File: src/rtl/arm_pkg.sv
// Shared ARM pipeline definitions: default widths, NZCV bit positions,
// EXE command encodings and the control bundle carried EXE -> MEM.
package arm_pkg;

    // Default datapath and register-file address widths
    localparam int DATA_W_DEF     = 32;
    localparam int REG_ADDR_W_DEF = 4;

    // NZCV bit positions within the 4-bit status word {N,Z,C,V}
    localparam int NZCV_N = 3;
    localparam int NZCV_Z = 2;
    localparam int NZCV_C = 1;
    localparam int NZCV_V = 0;

    // EXE command encodings driven to the ALU
    localparam logic [3:0] EXECMD_MOV = 4'b0001;
    localparam logic [3:0] EXECMD_MVN = 4'b1001;
    localparam logic [3:0] EXECMD_ADD = 4'b0010;
    localparam logic [3:0] EXECMD_ADC = 4'b0011;
    localparam logic [3:0] EXECMD_SUB = 4'b0100;
    localparam logic [3:0] EXECMD_SBC = 4'b0101;
    localparam logic [3:0] EXECMD_AND = 4'b0110;
    localparam logic [3:0] EXECMD_ORR = 4'b0111;
    localparam logic [3:0] EXECMD_EOR = 4'b1000;
    localparam logic [3:0] EXECMD_CMP = 4'b0100;
    localparam logic [3:0] EXECMD_TST = 4'b0110;
    localparam logic [3:0] EXECMD_LDR = 4'b0010;
    localparam logic [3:0] EXECMD_STR = 4'b0010;

    // Control bits registered into the MEM stage
    typedef struct packed {
        logic valid;
        logic wb_en;
        logic mem_r_en;
        logic mem_w_en;
    } mem_ctrl_t;

    localparam mem_ctrl_t MEM_CTRL_BUBBLE = '{valid: 1'b0, wb_en: 1'b0,
                                              mem_r_en: 1'b0, mem_w_en: 1'b0};

endpackage

File: src/rtl/exe_stage_reg_status.sv
// Architectural NZCV flag register. Loads only when told to; the output is
// a plain flop so EXE sees new flags the cycle after the update.
module status_register
    import arm_pkg::*;
(
    input  logic       clk,
    input  logic       rst,
    input  logic       ld,
    input  logic [3:0] d,
    output logic [3:0] q
);

    // Flag storage with asynchronous clear
    always_ff @(posedge clk or posedge rst) begin
        if (rst)
            q <= 4'b0000;
        else if (ld)
            q <= d;
    end

endmodule

File: src/rtl/exe_stage_reg.sv
// EXE -> MEM pipeline register. Priority per edge: rst > flush > freeze > load.
// Flush inserts a bubble (controls cleared, data held); freeze holds all state.
// A valid read+write request is demoted to a read and latched in proto_err.
module exe_stage_reg
    import arm_pkg::*;
#(
    parameter int DATA_W     = DATA_W_DEF,
    parameter int REG_ADDR_W = REG_ADDR_W_DEF
) (
    input  logic                  clk,
    input  logic                  rst,
    input  logic                  freeze,
    input  logic                  flush,
    input  logic                  exe_valid,
    input  logic                  exe_wb_en,
    input  logic                  exe_mem_r_en,
    input  logic                  exe_mem_w_en,
    input  logic                  exe_s_bit,
    input  logic [REG_ADDR_W-1:0] exe_dest,
    input  logic [DATA_W-1:0]     exe_alu_result,
    input  logic [DATA_W-1:0]     exe_val_rm,
    input  logic [3:0]            alu_status,
    output logic                  mem_valid,
    output logic                  mem_wb_en,
    output logic                  mem_mem_r_en,
    output logic                  mem_mem_w_en,
    output logic [REG_ADDR_W-1:0] mem_dest,
    output logic [DATA_W-1:0]     mem_alu_result,
    output logic [DATA_W-1:0]     mem_val_rm,
    output logic [3:0]            status_bits,
    output logic                  proto_err
);

    mem_ctrl_t ctrl_q;
    mem_ctrl_t ctrl_d;
    logic      load;
    logic      illegal;
    logic      status_ld;

    // Flush overrides freeze, so a load happens only when neither is asserted
    assign load      = !flush && !freeze;
    assign illegal   = exe_valid && exe_mem_r_en && exe_mem_w_en;
    assign status_ld = load && exe_valid && exe_s_bit;

    // Next control word: gated by valid, write dropped on read+write conflict
    always_comb begin
        ctrl_d          = MEM_CTRL_BUBBLE;
        ctrl_d.valid    = exe_valid;
        ctrl_d.wb_en    = exe_valid && exe_wb_en;
        ctrl_d.mem_r_en = exe_valid && exe_mem_r_en;
        ctrl_d.mem_w_en = exe_valid && exe_mem_w_en && !exe_mem_r_en;
    end

    // Control register: bubble on flush, hold on freeze
    always_ff @(posedge clk or posedge rst) begin
        if (rst)
            ctrl_q <= MEM_CTRL_BUBBLE;
        else if (flush)
            ctrl_q <= MEM_CTRL_BUBBLE;
        else if (!freeze)
            ctrl_q <= ctrl_d;
    end

    // Data fields: only change on a real load; flush leaves them untouched
    always_ff @(posedge clk or posedge rst) begin
        if (rst) begin
            mem_dest       <= '0;
            mem_alu_result <= '0;
            mem_val_rm     <= '0;
        end else if (load) begin
            mem_dest       <= exe_dest;
            mem_alu_result <= exe_alu_result;
            mem_val_rm     <= exe_val_rm;
        end
    end

    // Sticky protocol error, cleared only by reset
    always_ff @(posedge clk or posedge rst) begin
        if (rst)
            proto_err <= 1'b0;
        else if (load && illegal)
            proto_err <= 1'b1;
    end

    assign mem_valid    = ctrl_q.valid;
    assign mem_wb_en    = ctrl_q.wb_en;
    assign mem_mem_r_en = ctrl_q.mem_r_en;
    assign mem_mem_w_en = ctrl_q.mem_w_en;

    status_register u_status (
        .clk (clk),
        .rst (rst),
        .ld  (status_ld),
        .d   (alu_status),
        .q   (status_bits)
    );

endmodule

File: config.mk
export PLATFORM = sky130hd
export DESIGN_NAME = exe_stage_reg
export DESIGN_NICKNAME = d
export VERILOG_FILES = /design/src/rtl/arm_pkg.sv /design/src/rtl/exe_stage_reg_status.sv /design/src/rtl/exe_stage_reg.sv
export SDC_FILE = /design/constraint.sdc
export NUM_CORES = 1
export LEC_CHECK = 0
export BUFFER_PORTS_ARGS = -buffer_cell sky130_fd_sc_hd__buf_4
export CAP_MARGIN = 10
export CORE_MARGIN = 2
export CORE_UTILIZATION = 48
export DETAILED_ROUTE_END_ITERATION = 10
export PLACE_DENSITY = 0.85
export SLEW_MARGIN = 20
export SYNTH_ARGS = -nofsm -noshare
export SYNTH_HDL_FRONTEND = slang
export SYNTH_SLANG_ARGS = --single-unit
export TNS_END_PERCENT = 20
File: constraint.sdc
create_clock -name clk -period 5.85 [get_ports clk]
set_input_delay 0.8775 -clock clk [delete_from_list [all_inputs] [get_ports clk]]
set_output_delay 0.8775 -clock clk [all_outputs]
set_load 0.05 [all_outputs]
* Word level (Yosys, flattened, before mapping)
Cells that the tools add are included.
Word-level totals: logic and storage cells 24, output and inout bits 77, register bits 77, input bits 81
Operators by class: mux-type cells 2, reduce and logical (&&, ||, !) cells 12, eq/ne operators 1
Operator list (number):
- logical AND 1 bit | 9
- 2-to-1 mux 4 bit | 2
- logical NOT 1 bit | 3
- != test 2 x 1 -> 1 bit, second input constant | 1

* Longest topological paths before layout
Gate-level depths: netlist of run 1.
depth after elaboration 4, mapped depth 5, mapped depth without buffers 2

* By module
Synthesis of run 1 repeated with hierarchy kept, for this count alone.
Unflattened totals: cell total of the unflattened synthesis 173, area, all modules 2925.3 um2
Modules (own cells, without submodules):
- exe_stage_reg | area each 2776.4 um2, times used 1, seq. area each 1826.8 um2, cells an instance 164
- status_register | area each 148.9 um2, times used 1, seq. area each 100.1 um2, cells an instance 9

* Worst setup path before layout of run 1
No wires, ideal clock.
path kind input-to-reg, start input freeze, end register mem_val_rm[15], stages 5, buffers on the path 3, setup time 125 ps, required time 5725 ps, arrival time 1738 ps, setup slack 3987 ps, cells stage by stage buf_6 nor2_4 buf_6 buf_8 mux2_4
Between the ends: cells in the longest elaborated chain, start to end 2
RTL lines:
- from (decl) | line exe_stage_reg.sv:12 | input logic freeze,
- logical NOT 1 bit
- logical AND 1 bit | line exe_stage_reg.sv:41 | assign load = !flush && !freeze;
- to (signal assigned) | line exe_stage_reg.sv:73 | mem_val_rm <= exe_val_rm;
- to (decl) | line exe_stage_reg.sv:29 | output logic [DATA_W-1:0] mem_val_rm,
Every way passes these cells. A chain may end at the register's enable or synchronous reset.

* Worst setup path in the final report of run 1
start input freeze, end register mem_val_rm[31]
Same word-level chain as after synthesis.

==> results of run 1 <==
==> critical path, cell delays in order <==
cell and delay (ps):
buf_4 150, nor2_4 670, buf_4 580, mux2_2 400
==> area by class of cell <==
type	instances	share of cell area, %
sequential	77	44.06
timing repair buffer	159	27.30
multi-input combinational	86	21.60
clock buffer	11	3.462
tap	75	2.146
clock inverter	5	1.345
inverter	1	0.08584
==> placed cells by master, fill, tap and decap left out <==
master	netlist	routed
a21oi_1	3	3
a41o_1	1	1
and4bb_2	1	1
buf_4	5	159
bufinv_16	0	1
clkbuf_8	0	11
clkinv_2	0	1
clkinv_4	0	1
clkinvlp_4	0	2
dfrtp_1	77	77
inv_2	0	1
mux2_1	4	4
mux2_2	59	59
mux2_4	9	9
mux2i_1	1	1
nand2_1	3	3
nand3b_1	2	2
nand4bb_1	1	1
nor2_1	1	1
nor2_4	1	1
==> cell families (layout without fill, tap and decap cells) <==
family	after synthesis	in the layout	share of synthesized area, %
buf+inv	9	176	2.672
flops	77	77	65.31
compound gates	4	4	0.8480
simple gates	9	9	2.205
mux	73	73	28.97
==> sequential cells by signal, summed over array words and instances, names as in the netlist <==
register and flops:
mem_alu_result 32, mem_dest 4, mem_wb_en 1, mem_valid 1, u_status.q 4, proto_err 1, mem_val_rm 32, mem_mem_w_en 1
mem_mem_r_en 1
==> worst min path at each step <==
stage / start / to / slack (ps)
after floorplan: mem_mem_r_en / mem_mem_r_en / 760
after global placement: proto_err / proto_err / 470
after detailed placement: proto_err / proto_err / 460
after CTS: proto_err / proto_err / 480
after global routing: proto_err / proto_err / 500
final: proto_err / proto_err / 480
==> per-layer routing <==
metal | share of wire, % | GRT usage (%) | vias up
li1 | - | - | 934
met1 | 38 | 22.69 | 954
met2 | 49 | 32.58 | 99
met3 | 10 | 7.174 | 15
met4 | 2.1 | 8.833 | 0
met5 | 0 | 0 | -
==> power breakdown <==
group / switching [mW] / total (mW) / internal, mW
combinational: 0.367 / 0.569 / 0.202
sequential: 0.0422 / 0.652 / 0.610
clock: 0.186 / 0.406 / 0.220
==> per-stage QoR <==
stage | hold WS [ps] | instance area [µm²] | std cells
6_report | 477.2 | 4373 | 414
5_1_grt | 496.1 | 4373 | 414
4_1_cts | 477.0 | 4373 | 414
3_5_place_dp | 459.7 | 4163 | 398
3_3_place_gp | 473.0 | 4163 | 398
2_1_floorplan | 758.1 | 2950 | 172
==> run summary, run 1 <==
Placed design
- 157 — count of port buffers added during placement
- 2988 ps — Place WS
- 0.8214 — routability congestion estimate
- 4.822 mm — total half-perimeter wirelength after legalization and detailed placement

Worst hold path
- reg2reg — hold crit path type
- 1 — cell count of the worst hold path

Synth
- 65.31% — sequential element share of the synthesized area
- 77 — number of storage elements in the synthesis netlist
- 100.0% — share of flip-flops with an asynchronous set or reset after synthesis
- dfrtp_1 — top_reg_cell synth
- 17 — Synth cell types
- dfrtp_1, mux2_2, mux2_4, buf_4, mux2_1 — ranking of synthesized cells by instance count
- 17.15 µm² — synthesized area divided by synthesized cell count
- 172 — Cells after Synth
- 253 — number of nets in the synthesized netlist
- 65.31% — post-synth top area share
- 0 — total of warnings raised by yosys
- 0.002950 mm² — synthesized area
- dfrtp_1, mux2_2, mux2_4 — main area contributors after synthesis
- 0 — number of synthesized flops with an enable pin
- dfrtp_1 — cell with the most instances after synthesis
- dfrtp_1 — Synth area leader

Finish
- 0.001927 mm² — Storage cell area
- 415 — Net count, final
- 0 — antenna fix cells
- 944.7 µm² — multi-input logic area
- 48.22% — area added between synthesis and finish
- 401 — count of filler cells inserted in the layout
- 73.86% — final cell utilization of the core
- 72.57% — fraction of final layout cells sized beyond drive strength 1

Clock network
- 70 ps — Worst-path clk slew
- 320 ps — clock latency of the later-clocked register in the worst-skew pair
- 0 — post-CTS sizing
- 2 — maximum buffer depth of the clock tree
- done — clock tree from TritonCTS
- 9 — CTS Buf Count
- 3 — H-tree depth
- 0 — # Post-CTS Setup Buffers
- 0 — quantity of hold-fixing buffers added after cts
- 77 — clk sink count
- clkbuf_8 — buffer type at the clock tree root

Floorplan
- 158 — I/O Pins
- 0.006790 mm² — Die ar.
- 28 — row cnt
- 49.83% — starting density of the core
- 82.40 µm — DIE WIDTH
- 82.40 µm — height of the die
- 0.005921 mm² — floorplan core area

Setup path
- mem_val_rm[31] — Critical path destination
- input port — startpoint class of the critical path
- 5040 ps — reg-to-reg slack, setup
- freeze — CP startpoint
- 1 — worst reg2reg path depth
- mem_alu_result[27] — critical register-to-register path startpoint
- 42 — worst-path fanout max
- mem_alu_result[27] — endpoint of the worst-slack reg-to-reg timing path
- in2reg — type of the setup path with the least slack
- 2710 ps — arrival time reported for the critical path endpoint
- flip-flop — capturing element type of the critical path
- 6060 ps — data required time at the worst endpoint

Timing
- 0 ps — maximum clock skew at final layout
- 839.3 ps — transition time at the pin with the least slew margin
- 0 — total count of max-transition violations in the final report
- false — setup repair after global routing missed its margin
- 399.7 MHz — highest clock frequency the design can meet
- 0 — final hold violation count
- 3348 ps — min setup slack post-route
- 42.77% — fraction of the cycle the final worst path needs
- 0 — Finish-stage setup viols
- 43.91% — normalized max-slew margin
- 0 ps — Total Neg Setup Slack
- 2502 ps — final worst path period need

Routing
- 46 — DR iter-0 viols
- 0 — DRC errors left
- 0 — remaining antenna violation count
- 4.836 — drt via density
- 6.583 mm — WL final
- 15.90 µm — routed wire length per instance
- 2002 — number of vias in the routed layout
- 4 — router iterations before antenna repair

Global route
- 2066 — via count of the first global-routing pass
- 0 — overflow left after global routing
- 54 — largest net degree at the start of global routing
- 9.901 mm — wire length of the first global-routing pass
- 19.62% — Total GRT Usage
- 0 — number of antenna violations at the first check in global routing

Status
- finished, final reports clean — run status

Power and ir drop
- 372.0 mW/mm² — power density over the cells
- 1.627 mW — overall power
- 2.121 nW — P_leak
- 0.2174 mV — Worst IR Drop VDD

Flow run
- 0 — maximum capacitance violations

Note: power is estimated with default switching activity, not from simulation.
==> run 2: changes to the inputs <==
--- a/config.mk
+++ b/config.mk
@@ -5,12 +5,13 @@
 export SDC_FILE = /design/constraint.sdc
 export NUM_CORES = 1
 export LEC_CHECK = 0
+export ABC_AREA = 1
 export BUFFER_PORTS_ARGS = -buffer_cell sky130_fd_sc_hd__buf_4
 export CAP_MARGIN = 10
 export CORE_MARGIN = 2
-export CORE_UTILIZATION = 48
+export CORE_UTILIZATION = 45
 export DETAILED_ROUTE_END_ITERATION = 10
-export PLACE_DENSITY = 0.85
+export PLACE_DENSITY = 0.8
 export SLEW_MARGIN = 20
 export SYNTH_ARGS = -nofsm -noshare
 export SYNTH_HDL_FRONTEND = slang
==> constraint.sdc (replaced) <==
create_clock -name clk -period 2.4 [get_ports clk]
set_input_delay 0.36 -clock clk [delete_from_list [all_inputs] [get_ports clk]]
set_output_delay 0.36 -clock clk [all_outputs]
set_load 0.05 [all_outputs]
==> run summary, run 2 <==
Setup path
- 1710 ps — reg-to-reg slack, setup, was 5040 ps
- buf_4 — CP max stage cell, was nor2_4
- 350 ps — peak per-stage delay on the critical path, was 670 ps
- 70 — worst-path fanout max, was 42
- buf_4 > nor2_4 > buf_4 > nand4_1 > nand2_1 — Cell Chain, Critical Path, was buf_4 > nor2_4 > buf_4 > mux2_2
- buf_4 — most common cell type on the critical path, unchanged
- mem_alu_result[10] — critical register-to-register path startpoint, was mem_alu_result[27]
- in2reg — type of the setup path with the least slack, unchanged
- 2 — worst reg2reg path depth, was 1
- 2670 ps — data required time at the worst endpoint, was 6060 ps
- flip-flop — capturing element type of the critical path, unchanged
- mem_alu_result[10] — endpoint of the worst-slack reg-to-reg timing path, was mem_alu_result[27]
- 1620 ps — arrival time reported for the critical path endpoint, was 2710 ps
- freeze — CP startpoint, unchanged
- input port — startpoint class of the critical path, unchanged
- u_status.q[1] — Critical path destination, was mem_val_rm[31]

Clock network
- 3 — H-tree depth, unchanged
- 2 — maximum buffer depth of the clock tree, unchanged
- 330 ps — clock latency of the later-clocked register in the worst-skew pair, was 320 ps
- 80 ps — Worst-path clk slew, was 70 ps
- done — clock tree from TritonCTS, unchanged
- 9 — CTS Buf Count, unchanged
- 0 — quantity of hold-fixing buffers added after cts, unchanged
- clkbuf_8 — buffer type at the clock tree root, unchanged
- 0 — post-CTS sizing, unchanged
- 77 — clk sink count, unchanged
- 0 — # Post-CTS Setup Buffers, unchanged

Power and ir drop
- 27.9% — part of the power in the clock network, was 25.0%
- 3.775 mW — overall power, was 1.627 mW
- 2.432 nW — P_leak, was 2.121 nW
- 36.08% — switching share of power, was 36.56%
- 40.8% — Sequential Power Share, was 40.1%
- 1.362 mW — Sw Pwr, was 594.8 µW
- 2.413 mW — internal portion of total power, was 1.032 mW
- 31.3% — Logic pwr share, was 35.0%
- 845.8 mW/mm² — power density over the cells, was 372.0 mW/mm²
- 0.5030 mV — Worst IR Drop VDD, was 0.2174 mV

Synth
- 0.003063 mm² — synthesized area, was 0.002950 mm²
- 336 — Cells after Synth, was 172
- 62.91% — sequential element share of the synthesized area, was 65.31%
- 11.44% — compound-cell area share of the yosys netlist, was 0.8482%
- 100.0% — share of flip-flops with an asynchronous set or reset after synthesis, unchanged
- 14 — Synth cell types, was 17
- 0 — total of warnings raised by yosys, unchanged
- 77 — number of storage elements in the synthesis netlist, unchanged
- nand2_1 — cell with the most instances after synthesis, was dfrtp_1
- nand2_1, dfrtp_1, o21ai_0, clkbuf_1, buf_2 — ranking of synthesized cells by instance count, was dfrtp_1, mux2_2, mux2_4, buf_4, mux2_1
- 0% — XOR/XNOR Fraction of Synth Area, unchanged
- 0% — fraction of synthesized area in multiplexers, was 28.97%
- dfrtp_1 — top_reg_cell synth, unchanged
- 417 — number of nets in the synthesized netlist, was 253
- 62.91% — post-synth top area share, was 65.31%
- dfrtp_1 — Synth area leader, unchanged
- dfrtp_1, nand2_1, o21ai_0 — main area contributors after synthesis, was dfrtp_1, mux2_2, mux2_4
- 9.116 µm² — synthesized area divided by synthesized cell count, was 17.15 µm²
- simple AND/OR/NAND/NOR gates — main combinational cell family by area after synthesis, was multiplexers
- 20.75% — Synth Area in Simple Gates, was 2.205%
- 0 — number of synthesized flops with an enable pin, unchanged
- 0% — adder-cell area share of the yosys netlist, unchanged

Floorplan
- 30 — row cnt, was 28
- 0.007482 mm² — Die ar., was 0.006790 mm²
- 45.84% — starting density of the core, was 49.83%
- 0.006681 mm² — floorplan core area, was 0.005921 mm²
- 86.50 µm — DIE WIDTH, was 82.40 µm
- 86.50 µm — height of the die, was 82.40 µm
- 158 — I/O Pins, unchanged

Finish
- mem_alu_result x32, mem_val_rm x32 — Top Registers, unchanged
- buf_4 — leading cell type in the layout, fill and taps excluded, unchanged
- 0.001927 mm² — Storage cell area, unchanged
- 36.61% — fraction of final layout cells sized beyond drive strength 1, was 72.57%
- 566 — Net count, final, was 415
- 569 — final std cells w/o fill, was 414
- 66.80% — final cell utilization of the core, was 73.86%
- 574 — count of filler cells inserted in the layout, was 401
- 0.004463 mm² — Non-Filler Cell Area, Final, was 0.004373 mm²
- 45.71% — area added between synthesis and finish, was 48.22%
- buf_4, nand2_1, dfrtp_1, o21ai_0, clkbuf_8 — highest-count cells in the layout ignoring fill and taps, was buf_4, dfrtp_1, mux2_2, clkbuf_8, mux2_4
- 985.9 µm² — multi-input logic area, was 944.7 µm²
- 0 — antenna fix cells, unchanged

Placed design
- 0.8019 — routability congestion estimate, was 0.8214
- 157 — count of port buffers added during placement, unchanged
- 5.648 mm — total half-perimeter wirelength after legalization and detailed placement, was 4.822 mm
- 736.0 ps — Place WS, was 2988 ps
- 0.004250 mm² — placed instance area, was 0.004163 mm²
- 554 — placed instance count, was 398

Global route
- 0 — number of antenna violations at the first check in global routing, unchanged
- 2799 — via count of the first global-routing pass, was 2066
- 0 — overflow left after global routing, unchanged
- 21.59% — Total GRT Usage, was 19.62%
- 71 — largest net degree at the start of global routing, was 54
- 12.61 mm — wire length of the first global-routing pass, was 9.901 mm

Timing
- 651.6 ps — transition time at the pin with the least slew margin, was 839.3 ps
- 0 ps — maximum clock skew at final layout, unchanged
- 0 ps — Total Neg Setup Slack, unchanged
- 1358 ps — final worst path period need
- 0 — final hold violation count, unchanged
- 56.51% — normalized max-slew margin, was 43.91%
- 736.6 MHz — highest clock frequency the design can meet
- 0 — Finish-stage setup viols, unchanged
- 1042 ps — min setup slack post-route, was 3348 ps
- 56.57% — fraction of the cycle the final worst path needs
- false — setup repair after global routing missed its margin, unchanged
- 0 — total count of max-transition violations in the final report, unchanged
- 103.5 ps — worst hold slack across all endpoints, was 477.2 ps

Routing
- 139 — DR iter-0 viols, was 46
- 5.025 — drt via density, was 4.836
- 7.991 mm — WL final, was 6.583 mm
- 2859 — number of vias in the routed layout, was 2002
- 4 — router iterations before antenna repair, unchanged
- 0 — remaining antenna violation count, unchanged
- 0 — DRC errors left, unchanged
- 14.04 µm — routed wire length per instance, was 15.90 µm

Flow run
- 0 — maximum capacitance violations, unchanged

Status
- finished, final reports clean — run status, unchanged

Worst hold path
- in2async — hold crit path type, was reg2reg

==> run 2: changes by cell type in the layout (fill, tap and decap cells not counted), moves of 2 or more <==
cell | previous run | this run
mux2_4 | 9 | 0
nand4_1 | 0 | 5
o21ai_0 | 0 | 65
mux2_2 | 59 | 0
clkinvlp_4 | 2 | 0
nand3b_1 | 2 | 0
a21oi_1 | 3 | 0
mux2_1 | 4 | 0
nand2_1 | 3 | 153
inv_1 | 0 | 3
o21ai_1 | 0 | 5
clkinv_2 | 1 | 4
==> run 2: power by group through the flow <==
stage / Clock (mW) / Combinational, mW / Sequential [mW]
floorplan: 0 / 0.196 / 2.12
global placement: 0 / 1.17 / 1.56
detailed placement: 0 / 1.19 / 1.56
CTS: 1.08 / 1.19 / 1.54
global route: 1.14 / 1.24 / 1.56
finish: 1.05 / 1.18 / 1.54
==> run 2: how the worst min path moves through the flow <==
stage | slack (ps) | end | start | cells after the start
finish | 100 | mem_val_rm[6] | rst | 2
global route | 120 | mem_val_rm[6] | rst | 2
CTS | 110 | mem_val_rm[6] | rst | 2
detailed placement | 460 | u_status.q[2] | u_status.q[2] | 2
global placement | 460 | mem_val_rm[1] | rst | 2
floorplan | 480 | mem_val_rm[15] | exe_val_rm[15] | 2
==> run 2: routing by layer <==
| layer | vias to the layer above | share of wire, % | GRT usage, % |
|---|---|---|---|
| met3 | 11 | 7.2 | 6.000 |
| li1 | 1373 | - | - |
| met5 | - | 0 | 0 |
| met2 | 116 | 52 | 37.97 |
| met1 | 1359 | 39 | 25.09 |
| met4 | 0 | 1.6 | 8.097 |
==> run 2: layout make-up <==
class,instances,area share (%)
Clock buffer,10,3.084
Tap cell,80,2.243
Timing Repair Buffer,161,27.36
Inverter,4,0.3645
Clock inverter,5,1.682
Sequential cell,77,43.17
Multi-Input combinational cell,232,22.09
==> run 2: cells by family after synthesis <==
family	count (synthesis)
AND/OR/NAND/NOR	162
flip-flops	77
AO/OA/AOI/OAI	70
buffers and inverters	27
==> run 2: critical path: cells and delay by family <==
family / cells / cell delay (ps)
buffers and inverters: 2 / 650
AND/OR/NAND/NOR: 3 / 580
==> run 3: changes to the inputs <==
--- a/config.mk
+++ b/config.mk
@@ -5,13 +5,13 @@
 export SDC_FILE = /design/constraint.sdc
 export NUM_CORES = 1
 export LEC_CHECK = 0
-export ABC_AREA = 1
+export ABC_AREA = 0
 export BUFFER_PORTS_ARGS = -buffer_cell sky130_fd_sc_hd__buf_4
 export CAP_MARGIN = 10
 export CORE_MARGIN = 2
-export CORE_UTILIZATION = 45
+export CORE_UTILIZATION = 44
 export DETAILED_ROUTE_END_ITERATION = 10
-export PLACE_DENSITY = 0.8
+export PLACE_DENSITY = 0.79
 export SLEW_MARGIN = 20
 export SYNTH_ARGS = -nofsm -noshare
 export SYNTH_HDL_FRONTEND = slang
==> constraint.sdc (replaced) <==
create_clock -name clk -period 1.3 [get_ports clk]
set_input_delay 0.195 -clock clk [delete_from_list [all_inputs] [get_ports clk]]
set_output_delay 0.195 -clock clk [all_outputs]
set_load 0.05 [all_outputs]
==> run summary, run 3 (synthesized netlist as in run 1, its figures left out) <==
Placed design
- 403 — placed instance count, was 554
- 4.894 mm — total half-perimeter wirelength after legalization and detailed placement, was 5.648 mm
- 0.7932 — routability congestion estimate, was 0.8019
- 32.42 ps — Place WS, was 736.0 ps
- 157 — count of port buffers added during placement, unchanged

Routing
- 6.424 mm — WL final, was 7.991 mm
- 82 — DR iter-0 viols, was 139
- 15.33 µm — routed wire length per instance, was 14.04 µm
- 0 — remaining antenna violation count, unchanged
- 4.816 — drt via density, was 5.025
- 7 — router iterations before antenna repair, was 4
- 2018 — number of vias in the routed layout, was 2859
- 11 — DRC errors left, was 0

Timing
- 0 ps — Total Neg Setup Slack, unchanged
- 0 — total count of max-transition violations in the final report, unchanged
- 0 ps — maximum clock skew at final layout, unchanged
- 1136 ps — final worst path period need
- 0 — Finish-stage setup viols, unchanged
- 87.39% — fraction of the cycle the final worst path needs
- false — setup repair after global routing missed its margin, unchanged
- 70.28% — normalized max-slew margin, was 56.51%
- 445.8 ps — transition time at the pin with the least slew margin, was 651.6 ps
- 164.0 ps — min setup slack post-route, was 1042 ps
- 61.26 ps — worst hold slack across all endpoints, was 103.5 ps
- 880.3 MHz — highest clock frequency the design can meet
- 0 — final hold violation count, unchanged

Setup path
- dfrtp_1 — CP max stage cell, was buf_4
- buf_4 — Cell Chain, Critical Path, was buf_4 > nor2_4 > buf_4 > nand4_1 > nand2_1
- flip-flop — startpoint class of the critical path, was input port
- 2 — worst-path fanout max, was 70
- reg2out — type of the setup path with the least slack, was in2reg
- flip-flops — Worst path top cell family by delay, was buffers and inverters
- 1110 ps — data required time at the worst endpoint, was 2670 ps
- 510 ps — reg-to-reg slack, setup, was 1710 ps
- u_status.q[0] — critical register-to-register path startpoint, was mem_alu_result[10]
- 1 — buffer and inverter count on the worst path, was 2
- 400 ps — peak per-stage delay on the critical path, was 350 ps
- output port — capturing element type of the critical path, was flip-flop
- mem_alu_result[13] — CP startpoint, was freeze
- 940 ps — arrival time reported for the critical path endpoint, was 1620 ps

Global route
- 41 — largest net degree at the start of global routing, was 71
- 2099 — via count of the first global-routing pass, was 2799
- 10.15 mm — wire length of the first global-routing pass, was 12.61 mm
- 0 — number of antenna violations at the first check in global routing, unchanged
- 17.97% — Total GRT Usage, was 21.59%
- 0 — overflow left after global routing, unchanged

Finish
- buf_4, dfrtp_1, mux2_2, clkbuf_8, mux2_4 — highest-count cells in the layout ignoring fill and taps, was buf_4, nand2_1, dfrtp_1, o21ai_0, clkbuf_8
- 50.93% — area added between synthesis and finish, was 45.71%
- 0.001927 mm² — Storage cell area, unchanged
- 944.7 µm² — multi-input logic area, was 985.9 µm²
- 419 — final std cells w/o fill, was 569
- 72.22% — fraction of final layout cells sized beyond drive strength 1, was 36.61%
- 467 — count of filler cells inserted in the layout, was 574
- mem_alu_result x32, mem_val_rm x32 — Top Registers, unchanged
- buf_4 — leading cell type in the layout, fill and taps excluded, unchanged
- 419 — Net count, final, was 566
- 0 — antenna fix cells, unchanged

Clock network
- clkbuf_8 — buffer type at the clock tree root, unchanged
- 2 — maximum buffer depth of the clock tree, unchanged
- 9 — CTS Buf Count, unchanged
- 340 ps — clock latency of the later-clocked register in the worst-skew pair, was 330 ps
- done — clock tree from TritonCTS, unchanged
- 0 — # Post-CTS Setup Buffers, unchanged
- 77 — clk sink count, unchanged
- 80 ps — Worst-path clk slew, about the same
- 3 — H-tree depth, unchanged
- 0 — post-CTS sizing, unchanged

Floorplan
- 0.006422 mm² — floorplan core area, was 0.006681 mm²
- 158 — I/O Pins, unchanged
- 45.94% — starting density of the core, was 45.84%
- 29 — row cnt, was 30
- 0.007376 mm² — Die ar., was 0.007482 mm²
- 85.89 µm — height of the die, was 86.50 µm
- 85.89 µm — DIE WIDTH, was 86.50 µm

Worst hold path
- flush — Worst Min Path Start
- in2reg — hold crit path type, was in2async

Flow run
- 0 — maximum capacitance violations, unchanged

Status
- finished, violations left — run status, was finished, final reports clean
- DRC — violations in the final reports

Power and ir drop
- 2.151 nW — P_leak, was 2.432 nW
- 0.9803 mV — Worst IR Drop VDD, was 0.5030 mV
- 1670 mW/mm² — power density over the cells, was 845.8 mW/mm²

-- run 3: where the power goes --
group / total, mW / internal (mW) / switching (mW)
combinational: 2.58 / 0.928 / 1.65
clock: 1.93 / 1.12 / 0.808
sequential: 2.93 / 2.75 / 0.183
total: 7.44 / 4.79 / 2.64
-- run 3: worst paths after layout --
path                                      end  depth (start not counted)
max                        mem_alu_result[13]                          1
min                              mem_mem_w_en                          2
max reg2reg                     u_status.q[0]                          1
min reg2reg                         proto_err                          1
max in group asynchronous           mem_wb_en                          4
min in group asynchronous  mem_alu_result[14]                          4
-- run 3: layer usage --
layer	track usage, %	vias up	share of wire [%]
li1	-	943	-
met1	20.22	970	36
met2	29.74	94	50
met3	7.700	11	11
met4	7.937	0	1.8
met5	0	-	0
-- run 3: area by class of cell --
type | count | area share [%]
multi-input cells | 86 | 21.21
clock inverters | 4 | 1.630
well taps | 77 | 2.164
inverters | 1 | 0.1686
repair buffers | 163 | 28.38
clock buffers | 11 | 3.175
flip-flops and latches | 77 | 43.27
-- run 3: stage by stage --
step	util, %	total power, mW	area, µm²
after detailed placement	65.85	5.581	4229
after global placement	65.85	5.522	4229
after global routing	69.34	7.737	4453
after floorplan	-	4.665	2954
final	69.34	7.437	4453
after CTS	69.34	7.519	4453
-- run 3: timing repair --
action,4_1_cts,5_1_grt
hold endpoints to repair,40,0
endpoints found under the setup margin,0,0
hold buffers,1,0
